$ cat config.mk
export PLATFORM = sky130hd
export DESIGN_NAME = data_mem_arbiter_flat
export DESIGN_NICKNAME = d
export VERILOG_FILES = /design/src/rtl/data_mem_arbiter_pkg.sv /design/src/rtl/data_mem_arbiter_if.sv /design/src/rtl/data_mem_arbiter_rr_arbiter2.sv /design/src/rtl/data_mem_arbiter.sv /design/src/flat_wrapper.sv
export SDC_FILE = /design/constraint.sdc
export NUM_CORES = 1
export LEC_CHECK = 0
export CAP_MARGIN = 20
export CORE_MARGIN = 3
export CORE_UTILIZATION = 40
export CTS_BUF_LIST = sky130_fd_sc_hd__clkbuf_16
export DETAILED_ROUTE_END_ITERATION = 6
export GPL_ROUTABILITY_DRIVEN = 1
export GPL_TIMING_DRIVEN = 0
export PLACE_DENSITY = 0.78
export SLEW_MARGIN = 20
export SYNTH_ARGS = -nofsm -noshare
export SYNTH_HDL_FRONTEND = slang
export SYNTH_HIERARCHICAL = 1
export SYNTH_SLANG_ARGS = --single-unit
export TNS_END_PERCENT = 5
$ cat constraint.sdc
create_clock -name clk -period 2.41 [get_ports clk]
set_input_delay 0.6025 -clock clk [delete_from_list [all_inputs] [get_ports clk]]
set_output_delay 0.6025 -clock clk [all_outputs]
set_load 0.005 [all_outputs]
$ cat src/rtl/data_mem_arbiter_pkg.sv
`default_nettype none
// ============================================================================
//  Module      : data_mem_arb_pkg
//  Description : Shared types for the two-port data memory arbiter: slot
//                states, the command record and the address check helper.
//  Revision    : 1.0 - initial release
// ============================================================================
package data_mem_arb_pkg;

    localparam int CMD_ADDR_W = 32;
    localparam int CMD_DATA_W = 32;
    localparam int NUM_PORTS  = 2;

    // Per-port transaction slot: waiting, memory strobe cycle, response held
    typedef enum logic [1:0] {
        IDLE = 2'd0,
        CMD  = 2'd1,
        RSP  = 2'd2
    } slot_state_t;

    // Winning request as latched on grant; err is decided at accept time
    typedef struct packed {
        logic                  valid;
        logic                  id;
        logic                  write;
        logic [CMD_ADDR_W-1:0] addr;
        logic [CMD_DATA_W-1:0] wdata;
        logic                  err;
    } cmd_t;

    // Misaligned or beyond the last word; compared two bits wider so the
    // byte limit cannot wrap
    function automatic logic addr_err(input logic [CMD_ADDR_W-1:0] addr,
                                      input int unsigned           depth_words);
        logic [CMD_ADDR_W+1:0] limit;
        limit = (CMD_ADDR_W+2)'(depth_words) << 2;
        return (addr[1:0] != 2'b00) || ({2'b00, addr} >= limit);
    endfunction

endpackage
`default_nettype wire

$ cat src/rtl/data_mem_arbiter_if.sv
`default_nettype none
// ============================================================================
//  Module      : data_mem_arbiter_if
//  Description : Request/response channels of both requesters plus the data
//                memory control bus seen by the arbiter.
//  Revision    : 1.0 - initial release
// ============================================================================
interface data_mem_arbiter_if
    import data_mem_arb_pkg::*;
#(
    parameter int ADDR_W = 32,
    parameter int DATA_W = 32
);
    logic [NUM_PORTS-1:0]             req_valid;
    logic [NUM_PORTS-1:0]             req_write;
    logic [NUM_PORTS-1:0][ADDR_W-1:0] req_addr;
    logic [NUM_PORTS-1:0][DATA_W-1:0] req_wdata;
    logic [NUM_PORTS-1:0]             req_ready;
    logic [NUM_PORTS-1:0]             rsp_valid;
    logic [NUM_PORTS-1:0]             rsp_ready;
    logic [NUM_PORTS-1:0][DATA_W-1:0] rsp_rdata;
    logic [NUM_PORTS-1:0]             rsp_err;
    logic                             mem_read;
    logic                             mem_write;
    logic [ADDR_W-1:0]                mem_address;
    logic [DATA_W-1:0]                mem_wdata;
    logic [DATA_W-1:0]                mem_rdata;

    modport slave (
        input  req_valid, req_write, req_addr, req_wdata, rsp_ready, mem_rdata,
        output req_ready, rsp_valid, rsp_rdata, rsp_err,
               mem_read, mem_write, mem_address, mem_wdata
    );

    modport master (
        output req_valid, req_write, req_addr, req_wdata, rsp_ready, mem_rdata,
        input  req_ready, rsp_valid, rsp_rdata, rsp_err,
               mem_read, mem_write, mem_address, mem_wdata
    );
endinterface
`default_nettype wire

$ cat src/rtl/data_mem_arbiter_rr_arbiter2.sv
`default_nettype none
// ============================================================================
//  Module      : rr_arbiter2
//  Description : Two-way round-robin arbiter with a combinational one-hot
//                grant; on a tie the port that did not win last is served.
//  Revision    : 1.0 - initial release
// ============================================================================
module rr_arbiter2 (
    input  logic       clk,
    input  logic       rst,
    input  logic [1:0] elig,
    output logic [1:0] gnt
);
    logic r_last_grant;

    // Single requester wins outright; a tie goes to the other port than last time
    always_comb begin
        gnt = elig;
        if (elig == 2'b11) begin
            gnt = r_last_grant ? 2'b01 : 2'b10;
        end
    end

    // Remember the most recent winner; reset favours port 0 on the first tie
    always_ff @(posedge clk) begin
        if (rst) begin
            r_last_grant <= 1'b1;
        end else if (gnt != 2'b00) begin
            r_last_grant <= gnt[1];
        end
    end
endmodule
`default_nettype wire

$ cat src/rtl/data_mem_arbiter.sv
`default_nettype none
// ============================================================================
//  Module      : data_mem_arbiter
//  Description : Shares one single-port data memory between two valid/ready
//                requesters. One command register feeds the memory for a
//                single cycle; each port owns a registered response.
//  Revision    : 1.0 - initial release
// ============================================================================
module data_mem_arbiter
    import data_mem_arb_pkg::*;
#(
    parameter int          ADDR_W      = CMD_ADDR_W,
    parameter int          DATA_W      = CMD_DATA_W,
    parameter int unsigned DEPTH_WORDS = 8192
) (
    input  logic                clk,
    input  logic                rst,
    data_mem_arbiter_if.slave   bus
);
    slot_state_t                      r_slot [NUM_PORTS];
    cmd_t                             r_cmd;
    logic [NUM_PORTS-1:0][DATA_W-1:0] r_rsp_rdata;
    logic [NUM_PORTS-1:0]             r_rsp_err;
    logic [ADDR_W-1:0]                r_hold_address;
    logic [DATA_W-1:0]                r_hold_wdata;

    logic [NUM_PORTS-1:0] w_elig;
    logic [NUM_PORTS-1:0] w_gnt;
    logic                 w_gnt_id;
    cmd_t                 w_new_cmd;
    logic                 w_cmd_live;
    logic [DATA_W-1:0]    w_rsp_data;

    generate
        for (genvar gi = 0; gi < NUM_PORTS; gi++) begin : g_port
            // A port competes only with an empty slot; nothing is granted in reset
            assign w_elig[gi]        = !rst && (r_slot[gi] == IDLE) && bus.req_valid[gi];
            assign bus.rsp_valid[gi] = (r_slot[gi] == RSP);
        end
    endgenerate

    rr_arbiter2 u_rr_arbiter2 (
        .clk  (clk),
        .rst  (rst),
        .elig (w_elig),
        .gnt  (w_gnt)
    );

    assign bus.req_ready = w_gnt;
    assign w_gnt_id      = w_gnt[1];

    // Latch candidate built from the winning port's request fields
    always_comb begin
        w_new_cmd       = '0;
        w_new_cmd.valid = |w_gnt;
        w_new_cmd.id    = w_gnt_id;
        w_new_cmd.write = bus.req_write[w_gnt_id];
        w_new_cmd.addr  = bus.req_addr[w_gnt_id];
        w_new_cmd.wdata = bus.req_wdata[w_gnt_id];
        w_new_cmd.err   = addr_err(bus.req_addr[w_gnt_id], DEPTH_WORDS);
    end

    // Erroring commands and the reset cycle never strobe the memory
    assign w_cmd_live      = r_cmd.valid && !r_cmd.err && !rst;
    assign bus.mem_read    = w_cmd_live && !r_cmd.write;
    assign bus.mem_write   = w_cmd_live && r_cmd.write;
    assign bus.mem_address = w_cmd_live ? r_cmd.addr  : r_hold_address;
    assign bus.mem_wdata   = w_cmd_live ? r_cmd.wdata : r_hold_wdata;

    // Read data is only trusted while the memory is actively driving it
    assign w_rsp_data    = bus.mem_read ? bus.mem_rdata : '0;
    assign bus.rsp_rdata = r_rsp_rdata;
    assign bus.rsp_err   = r_rsp_err;

    // Slot FSMs, command register, response registers and address/data hold
    always_ff @(posedge clk) begin
        if (rst) begin
            for (int i = 0; i < NUM_PORTS; i++) begin
                r_slot[i[0]] <= IDLE;
            end
            r_cmd          <= '0;
            r_rsp_rdata    <= '0;
            r_rsp_err      <= '0;
            r_hold_address <= '0;
            r_hold_wdata   <= '0;
        end else begin
            r_cmd <= w_new_cmd;
            if (w_cmd_live) begin
                r_hold_address <= r_cmd.addr;
                r_hold_wdata   <= r_cmd.wdata;
            end
            if (r_cmd.valid) begin
                r_rsp_rdata[r_cmd.id] <= w_rsp_data;
                r_rsp_err[r_cmd.id]   <= r_cmd.err;
            end
            for (int i = 0; i < NUM_PORTS; i++) begin
                case (r_slot[i[0]])
                    IDLE:    if (w_gnt[i[0]]) r_slot[i[0]] <= CMD;
                    CMD:     r_slot[i[0]] <= RSP;
                    RSP:     if (bus.rsp_ready[i[0]]) r_slot[i[0]] <= IDLE;
                    default: r_slot[i[0]] <= IDLE;
                endcase
            end
        end
    end
endmodule
`default_nettype wire

$ cat src/flat_wrapper.sv
// flat-port wrapper written by rule: the top's interface ports become plain ports
module data_mem_arbiter_flat import data_mem_arb_pkg::*;
#(
    parameter int          ADDR_W      = CMD_ADDR_W,
    parameter int          DATA_W      = CMD_DATA_W,
    parameter int unsigned DEPTH_WORDS = 8192
)
  (clk, rst, bus_req_valid, bus_req_write, bus_req_addr, bus_req_wdata, bus_rsp_ready, bus_mem_rdata, bus_req_ready, bus_rsp_valid, bus_rsp_rdata, bus_rsp_err, bus_mem_read, bus_mem_write, bus_mem_address, bus_mem_wdata);
  data_mem_arbiter_if #(.ADDR_W(ADDR_W), .DATA_W(DATA_W)) bus_i ();
  input  logic clk;
  input  logic rst;
  input wire logic [$bits(bus_i.req_valid)-1:0] bus_req_valid;
  input wire logic [$bits(bus_i.req_write)-1:0] bus_req_write;
  input wire logic [$bits(bus_i.req_addr)-1:0] bus_req_addr;
  input wire logic [$bits(bus_i.req_wdata)-1:0] bus_req_wdata;
  input wire logic [$bits(bus_i.rsp_ready)-1:0] bus_rsp_ready;
  input wire logic [$bits(bus_i.mem_rdata)-1:0] bus_mem_rdata;
  output wire logic [$bits(bus_i.req_ready)-1:0] bus_req_ready;
  output wire logic [$bits(bus_i.rsp_valid)-1:0] bus_rsp_valid;
  output wire logic [$bits(bus_i.rsp_rdata)-1:0] bus_rsp_rdata;
  output wire logic [$bits(bus_i.rsp_err)-1:0] bus_rsp_err;
  output wire logic [$bits(bus_i.mem_read)-1:0] bus_mem_read;
  output wire logic [$bits(bus_i.mem_write)-1:0] bus_mem_write;
  output wire logic [$bits(bus_i.mem_address)-1:0] bus_mem_address;
  output wire logic [$bits(bus_i.mem_wdata)-1:0] bus_mem_wdata;
  assign bus_i.req_valid = bus_req_valid;
  assign bus_i.req_write = bus_req_write;
  assign bus_i.req_addr = bus_req_addr;
  assign bus_i.req_wdata = bus_req_wdata;
  assign bus_i.rsp_ready = bus_rsp_ready;
  assign bus_i.mem_rdata = bus_mem_rdata;
  assign bus_req_ready = bus_i.req_ready;
  assign bus_rsp_valid = bus_i.rsp_valid;
  assign bus_rsp_rdata = bus_i.rsp_rdata;
  assign bus_rsp_err = bus_i.rsp_err;
  assign bus_mem_read = bus_i.mem_read;
  assign bus_mem_write = bus_i.mem_write;
  assign bus_mem_address = bus_i.mem_address;
  assign bus_mem_wdata = bus_i.mem_wdata;
  data_mem_arbiter #(.ADDR_W(ADDR_W), .DATA_W(DATA_W), .DEPTH_WORDS(DEPTH_WORDS)) u_core (.clk(clk), .rst(rst), .bus(bus_i));
endmodule
==> Yosys cells after proc, flatten, opt, wreduce, memory -nomap -nowiden <==
Memories as Yosys holds them, arrays and structs flattened.
Cells that the tools add are included.
{ "op_classes": {"n_eq_ne": 7, "mux": 55, "n_lt_le_gt_ge": 4, "n_bitwise": 8, "n_reduce_logical": 22} }
{ "op_table": {"columns": ["operator", "count"], "rows": [
  ["two-way mux 32 bit", 8],
  ["bitwise mux 64 bit", 1],
  ["two-way mux 1 bit", 33],
  ["demux 32 bit (select 1 bit)", 1],
  [">= comparator 32 x 16 -> 1 bit, second input constant", 1],
  ["two-way mux 2 bit", 10],
  ["== test 2 bit, second input constant", 5],
  ["logical AND 1 bit", 9],
  ["logical NOT 2 bit", 4],
  ["OR 1 bit", 8],
  ["OR reduction 3 bit", 2],
  ["== test 2 x 1 -> 1 bit, second input constant", 2],
  ["< comparator 1 x 2 -> 1 bit, second input constant", 2],
  ["nonzero test 2 bit", 2],
  ["logical NOT 1 bit", 3],
  ["bitwise mux 2 bit", 1],
  ["OR reduction 2 bit", 1],
  ["demux 1 bit (select 1 bit)", 1],
  [">= comparator 1 bit, second input constant", 1],
  ["logical OR 1 bit", 1]
]} }
{ "word_totals": {"regBits": 199, "n_memories": 1, "mem_bits_rw": 4} }
{ "memory_table": {"columns": ["memory", "words", "width", "read_ports", "rd_ports_with_merged_regs", "wr", "line_no", "source"], "rows": [
  ["u_core.r_slot", 2, 2, 2, 0, 2, "data_mem_arbiter.sv:20", "slot_state_t r_slot [NUM_PORTS];"]
]} }

==> Logic depth before layout (Yosys ltp) <==
Gate-level depths: netlist (run 1).
{ "depth": {"word_depth": 13, "ltp_mapped": 11, "depth_no_buf": 7} }

==> Cells and area by module <==
The synthesis (run 1) kept the hierarchy.
{ "modules_own_cells": {"columns": ["module", "seq_area_each_um2", "cells_each", "n_inst", "area_per_inst_um2"], "rows": [
  ["data_mem_arbiter", 4073.9, 764, 1, 7866.3],
  ["rr_arbiter2", 20.0, 7, 1, 55.1]
]} }

==> Worst setup path before layout (run 1) <==
Ideal clock, no wire load.
{ "synth_path": {"path_kind": "input -> register", "from": "input port rst", "to": "register u_core/r_cmd[0] (netlist name)", "path_slack_ps": -81, "cell_stages": 9, "t_arrival_ps": 2358, "n_path_buf": 3, "setup_time_ps": 133, "required_time_ps": 2277, "cell_sequence": "buf_6 -> buf_2 -> buf_1 -> nor4b_1 -> nand2_1 -> and2_1 -> or4_1 -> o22ai_1 -> a31oi_1"} }
{ "synth_between": {"elab_chain_cells": 9, "word_cells_on_any_way": 12, "classes_between": "order compare (1); eq/ne (1); mux (3); reduce/logical (7)"} }
{ "synth_lines": {"columns": ["element", "line_no", "source"], "rows": [
  ["from (decl)", "flat_wrapper.sv:11", "input logic rst;"],
  ["logical NOT 1 bit (*)", "data_mem_arbiter.sv:37", "assign w_elig[gi] = !rst && (r_slot[gi] == IDLE) && bus.req_valid[gi];"],
  ["logical AND 1 bit (*) (2 in series)", "data_mem_arbiter.sv:37", null],
  ["net u_core.w_elig[0]", "data_mem_arbiter.sv:27", "logic [NUM_PORTS-1:0] w_elig;"],
  ["== test 2 bit (*)", "data_mem_arbiter_rr_arbiter2.sv:19", "if (elig == 2'b11) begin"],
  ["two-way mux 2 bit (*)", "data_mem_arbiter_rr_arbiter2.sv:19", null],
  ["net bus_req_ready[1]", "flat_wrapper.sv:18", "output wire logic [$bits(bus_i.req_ready)-1:0] bus_req_ready;"],
  ["two-way mux 32 bit (not written as such) (*) (2 in series)", "data_mem_arbiter.sv:60", "w_new_cmd.err = addr_err(bus.req_addr[w_gnt_id], DEPTH_WORDS);"],
  [">= comparator 32 x 16 -> 1 bit / nonzero test 2 bit (equally long branches)", "data_mem_arbiter_pkg.sv:37", "return (addr[1:0] != 2'b00) || ({2'b00, addr} >= limit);"],
  ["logical OR 1 bit (*)", "data_mem_arbiter_pkg.sv:37", null],
  ["to (signal assigned)", "data_mem_arbiter.sv:87", "r_cmd <= w_new_cmd;"],
  ["to (decl)", "data_mem_arbiter.sv:21", "cmd_t r_cmd;"]
]} }
Mark *: on every way through the listed nets, which the timed path passes. The rest lies on a longest branch. The select of a mux whose other input is x is not followed.
A chain may end at the register's enable or synchronous reset.

==> Worst setup path after layout (run 1) <==
{ "layout_path": {"from": "input port rst", "to": "output port bus_mem_address[27]"} }
{ "layout_between": {"elab_chain_cells": 3} }
{ "layout_lines": {"columns": ["element", "line_no", "source"], "rows": [
  ["logical NOT 1 bit", "data_mem_arbiter.sv:64", "assign w_cmd_live = r_cmd.valid && !r_cmd.err && !rst;"],
  ["logical AND 1 bit", "data_mem_arbiter.sv:64", null],
  ["two-way mux 32 bit", "data_mem_arbiter.sv:67", "assign bus.mem_address = w_cmd_live ? r_cmd.addr : r_hold_address;"],
  ["to (decl)", "flat_wrapper.sv:24", "output wire logic [$bits(bus_i.mem_address)-1:0] bus_mem_address;"]
]} }
No other way between the ends.

==> metrics.cfg, run 1 <==
[detailed_routing]
drtAntennaViolNets=0
vias_per_cell=4.867
wl_per_cell_um=17.28
drt_wl_total_mm=24.23
drtIter0Drc=243
vias=6824
drc=0
firstDrtPassIters=5

[global_routing]
antenna_found_initial=0
grt_pass1_vias=6932
grt_max_degree=15
grtUsageTotal_pct=21.64
overflow=0
grt_pass1_wl_mm=37.50

[worst_setup_path]
crit_path_frequent_cell=buf_6
critPathMaxStageDelay_ns=0.30
reg2reg_from=u_core/r_slot[1][1]$_DFFE_PP_
reg2reg_slack_ns=0.10
critPathLaunchType=input pin
cp-end-kind=output pin
worstPathCellList=buf_6 > buf_6 > nor3b_4 > buf_6 > buf_12 > buf_12 > buf_6 > mux2_4 > buf_6
critical_path_required_ns=1.81
critical_path_arrival_ns=1.98
path_buf_inv=7
reg2reg_depth=8
critPathTopFamily=buffers and inverters
crit_slowest_cell=mux2_4
rr_endpoint=u_core/r_cmd[35]$_SDFF_PP0_
crit_fanout=7
worstSetupPathType=in -> out

[placement]
place_area_sq_mm=0.01129
hpwl_mm=17.96
gp_congestion=0.8780
io_buffers=303

[synth]
synthTopCellsByCount=200 x dfxtp_1, 76 x nand2_1, 71 x nor2_1
post-synth-top-area-cell=dfxtp_1
synth-seq-cells=203
ys_seq_area_share_pct=51.68
syn_nets=939
synth_enable_flop_cells=3
syn_inst=771
yosysMostFrequentCell=dfxtp_1
synthArstFlopShare_pct=0
syn-cell-area_sq_mm=0.007921
netlist_top_cells_area=dfxtp_1 51%, mux2_4 9.3%, mux2i_1 8.3%, a21oi_1 4.2%, nand3_1 4.2%
synthFlopType=dfxtp_1
yosys.cell_types.count=35
avgSynthCellArea_sq_um=10.27
ys_warn_count=6
synth_top_area_share_pct=50.54

[pwr]
vdd_drop_max_uv=361.6
leakagePower_nw=4.927
powerDensity_mw_per_mm2=597.2

[flow_run]
drv_cap=0

[min_path]
min_to=u_core/u_rr_arbiter2/r_last_grant$_SDFFE_PP1P_
hold-path-cell-count=2
hold_start=rst
worst_hold_path_type=in -> reg

[cells_and_area]
layout.nets=1298
area_growth_pct=56.96
stdcell_area_sq_mm=0.01243
drive_gt1_share_pct=20.67
fillCellCount=1504
antenna_cells=0
fin_util_pct=65.16

[cts]
cts.sinks=203
cts.clk_slew.worst_paths_ns=0.06
cts_buffers=21
ctsHoldBuffers=0
htreeDepth=1
tritoncts=built
insertion_delay_ns=0.48
cts_max_path_buffers=3
cts-root-buf=clkbuf_16

[timing]
fin_ws_ns=-0.1694
report.final.setup_viol=63
slew_viol_final=0
max_slew_margin_pct=51.72
period_needed_ns=2.579
period_share_pct=107.0
finClkSkew_ns=0.006960
fmax_ghz=0.3877
fin_setup_tns_ns=-7.232
hold_viol=0
worst_slew_pin_slew_ns=0.7241
rsz0062_at_grt=true

[die]
rows=50
fp.dieArea_sq_mm=0.02153
initial_core_util_pct=41.51
coreArea_sq_mm=0.01908
die_x_um=146.7
ios=304
die_h_um=146.7

[outcome]
outcome=finished, violations left
violations=setup timing

## metal layers
layer	up-vias	global-route usage, %	wire length, um
li1	3317	-	-
met1	3184	25.84	9424
met2	287	38.70	12080
met3	36	6.107	2218
met4	0	4.892	504
met5	-	0	0
## what timing repair did
action                                  4_1_cts  5_1_grt
cloned                                        1        0
setup buffers                                30        2
resized for setup                           363       23
pin swaps                                     4        0
endpoints found under the setup margin      141      103
## per-stage QoR
step	std cells	setup slack, ns	total power [W]	hold slack (ns)
floorplan	771	0.03217	0.003925	0.4527
global placement	1334	-1.653	0.004400	0.4412
detailed placement	1334	-1.642	0.004411	0.4458
CTS	1400	-0.1805	0.007483	0.2766
global route	1402	-0.2221	0.007723	0.2839
finish	1402	-0.1694	0.007425	0.2925
## worst register-to-register path: cells and delay by family (launching register included)
| kind | cells | cell delay [ns] |
|---|---|---|
| and+or+nand+nor | 4 | 0.65 |
| buffers and inverters | 3 | 0.79 |
| muxes | 1 | 0.31 |
| DFF | 1 | 0.45 |
## state kept, by name, indices dropped and copies added, names as in the netlist
name / count
u_core/bus.rsp_rdata: 64
u_core/r_hold_address: 32
u_core/r_hold_wdata: 32
u_core/r_cmd: 68
u_core/bus.rsp_err: 2
u_core/r_slot: 4
u_core/u_rr_arbiter2/r_last_grant: 1
## kinds of logic after synthesis
group	synth area share, %
buffers and inverters	4.723
muxes	19.76
DFF	51.68
and+or+nand+nor	19.16
AOI/OAI and AO/OA	4.676
## power breakdown
group | internal [W] | switching [W] | total, W
sequential | 0.00347 | 0.0000431 | 0.00351
combinational | 0.000523 | 0.000372 | 0.000895
clock | 0.00175 | 0.00127 | 0.00302
total | 0.00574 | 0.00168 | 0.00743
## layout make-up
cell class	count	area [sq um]	share of cell area, %
Multi-Input combinational cell	507	3546	28.52
Buffer	60	450.4	3.623
Timing Repair Buffer	336	3371	27.11
Sequential cell	203	4099	32.97
Tap cell	260	325.3	2.616
Clock inverter	13	87.58	0.7044
Inverter	1	3.754	0.03019
Clock buffer	22	550.5	4.428
## how the worst max path moves through the flow
stage,slack [ns],to,from,depth (start not counted)
CTS,-0.18,bus_mem_wdata[9],u_core/r_cmd[0]$_SDFF_PP0_,7
global route,-0.22,bus_mem_wdata[23],u_core/r_cmd[0]$_SDFF_PP0_,7
detailed placement,-1.64,u_core/r_cmd[60]$_SDFF_PP0_,rst,11
finish,-0.17,bus_mem_address[27],rst,9
floorplan,0.03,u_core/r_cmd[0]$_SDFF_PP0_,rst,9
global placement,-1.65,u_core/r_cmd[60]$_SDFF_PP0_,rst,11
## cell usage in the layout (no fill, tap or decap), drive strengths merged, types with 3 or more instances in the layout
cell type	count
a21oi	66
clkbuf	54
dfxtp	200
nor4	7
nor2	71
edfxtp	3
clkinv	8
mux2	64
nor2b	39
nand2	76
nand3	66
inv	3
and2	6
and2b	30
clkdlybuf4s50	234
mux2i	66
buf	128
(Power assumes the default switching activity.)
==> inputs of run 2 (changes only) <==
- GPL_TIMING_DRIVEN: 0 -> default
==> run 2 against run 1 <==
The flow still finishes with violations (setup timing); first-iteration DRC count rose by 1.6%; flip-flop and latch count stayed put; global-route usage decreased by 1.4 points; count of clock-buffer cells in the layout increased by 1; routed wire length is 5.4% lower; non-clock buffer count decreased by 51; cell count fell by 3.3%; clock power increased by 7.3%; die area did not move; critical endpoint is now bus_mem_address[23].
==> metrics.cfg, run 2 (same netlist as run 1, synthesis figures left out) <==
[cells_and_area]
largest_register=u_core/r_cmd
area_growth_pct=52.84
layout.nets=1248  ; -3.9%
stdcell_area_sq_mm=0.01211  ; -2.6%
largest_reg_flops=68  ; unchanged
layout_common_cells=235 x clkdlybuf4s50_1, 198 x dfxtp_1, 76 x nand2_1
drive_gt1_share_pct=18.61  ; -2.1 points
layout_commonest_cell=clkdlybuf4s50_1
antenna_cells=0  ; unchanged

[worst_setup_path]
critical_path_arrival_ns=2.06  ; +0.08 ns
critPathLaunchType=flip-flop
worstPathCellList=nor3b_4 > buf_6 > buf_12 > buf_12 > buf_6 > mux2_4 > buf_6
critical_path_required_ns=1.81  ; about the same
crit_slowest_cell=dfxtp_4
worstSetupPathType=reg -> out
cp-end-kind=output pin
reg2reg_depth=8  ; unchanged
crit_path_frequent_cell=buf_6
crit_fanout=8  ; +1
critPathMaxStageDelay_ns=0.35  ; +0.05 ns

[die]
die_x_um=146.7  ; unchanged
initial_core_util_pct=41.51  ; unchanged
ios=304  ; unchanged
fp.dieArea_sq_mm=0.02153  ; unchanged
coreArea_sq_mm=0.01908  ; unchanged
die_h_um=146.7  ; unchanged
rows=50  ; unchanged

[detailed_routing]
drt_wl_total_mm=22.92  ; -5.4%
wl_per_cell_um=16.90  ; -2.2%
vias=6590  ; -3.4%
drc=0  ; unchanged
vias_per_cell=4.860  ; -0.15%
drtAntennaViolNets=0  ; unchanged
drtIter0Drc=247  ; +1.6%
firstDrtPassIters=6  ; +1

[global_routing]
antenna_found_initial=0  ; unchanged
overflow=0  ; unchanged
grt_max_degree=91  ; +76
grtUsageTotal_pct=20.20  ; -1.4 points
grt_pass1_vias=6732  ; -2.9%
grt_pass1_wl_mm=35.57  ; -5.2%

[outcome]
violations=setup timing
outcome=finished, violations left

[timing]
period_needed_ns=2.662  ; +0.08223 ns
fin_setup_tns_ns=-9.124  ; -1.892 ns
worst_slew_pin_slew_ns=0.8716  ; +0.1475 ns
fin_hold_ws_ns=0.4522  ; +0.1596 ns
period_share_pct=110.4  ; +3.4 points
fin_ws_ns=-0.2516  ; -0.08223 ns
max_slew_margin_pct=41.89  ; -9.8 points
fmax_ghz=0.3757  ; -3.1%
report.final.setup_viol=65  ; +3.2%
hold_viol=0  ; unchanged
rsz0062_at_grt=true
slew_viol_final=0  ; unchanged
finClkSkew_ns=0.01743  ; +0.01047 ns

[cts]
tritoncts=built
cts_buffers=22  ; +4.8%
cts-root-buf=clkbuf_16
insertion_delay_ns=0.50  ; +0.02 ns
htreeDepth=1  ; unchanged
cts_max_path_buffers=3  ; unchanged
cts.sinks=203  ; unchanged
ctsHoldBuffers=0  ; unchanged
cts.clk_slew.worst_paths_ns=0.06  ; about the same

[min_path]
worst_hold_path_type=reg -> reg
hold-path-cell-count=2  ; unchanged

[pwr]
powerDensity_mw_per_mm2=626.6  ; +4.9%
vdd_drop_max_uv=662.7  ; +83%
leakagePower_nw=4.771  ; -3.2%

[placement]
io_buffers=303  ; unchanged
place_area_sq_mm=0.01120  ; -0.77%
hpwl_mm=16.07  ; -11%
gp_congestion=0.8175  ; -6.9%

[flow_run]
drv_cap=0  ; unchanged

-- run 2: worst paths after layout --
check	slack [ns]	from	end
hold / removal	0.45	u_core/bus.rsp_rdata[42]$_SDFFE_PP0P_	u_core/bus.rsp_rdata[42]$_SDFFE_PP0P_
setup reg to reg	0.23	u_core/r_cmd[0]$_SDFF_PP0_	u_core/bus.rsp_rdata[23]$_SDFFE_PP0P_
setup / recovery	-0.25	u_core/r_cmd[0]$_SDFF_PP0_	bus_mem_address[23]
hold reg to reg	0.45	u_core/bus.rsp_rdata[42]$_SDFFE_PP0P_	u_core/bus.rsp_rdata[42]$_SDFFE_PP0P_
-- run 2: area by class of cell --
cell class | instances | area (sq um)
Inverter | 1 | 3.754
Multi-Input combinational cell | 507 | 3518
Sequential cell | 203 | 4099
Clock inverter | 17 | 125.1
Tap cell | 260 | 325.3
Fill cell | 1561 | 6974
Clock buffer | 23 | 575.6
Timing Repair Buffer | 345 | 3460
-- run 2: through the flow --
| stage | power, W | worst slack (ns) | util (%) | instances |
|---|---|---|---|---|
| 2_1_floorplan | 0.003925 | 0.03217 | - | 771 |
| 6_report | 0.007586 | -0.2516 | 63.45 | 1356 |
| 4_1_cts | 0.007678 | -0.3015 | 63.61 | 1357 |
| 5_1_grt | 0.007872 | -0.3281 | 63.45 | 1356 |
| 3_3_place_gp | 0.004381 | -0.2776 | 58.70 | 1301 |
| 3_5_place_dp | 0.004391 | -0.3037 | 58.70 | 1301 |
-- run 2: report_power, final --
group          internal, W  switching, W
logic             0.000491      0.000334
registers          0.00347     0.0000503
clock network      0.00193       0.00130
total              0.00590       0.00169
-- run 2: what timing repair did --
action,CTS,global route
buffers inserted,13,0
setup endpoints to repair,68,68
cloned,3,0
pin swaps,3,2
resized for setup,252,31
endpoints found under the hold margin,0,0
-- run 2: critical path: cells and delay by family (launching register included) --
family,cells,cell delay [ns]
buffers and inverters,5,0.70
AND/OR/NAND/NOR,1,0.21
multiplexers,1,0.30
flip-flops,1,0.35
-- run 2: per-layer routing --
metal / GRT usage [%] / wire length [um] / vias up
met4: 5.644 / 671 / 0
met5: 0 / 0 / -
li1: - / - / 3215
met2: 35.88 / 11280 / 285
met3: 7.187 / 2308 / 42
met1: 22.91 / 8657 / 3048
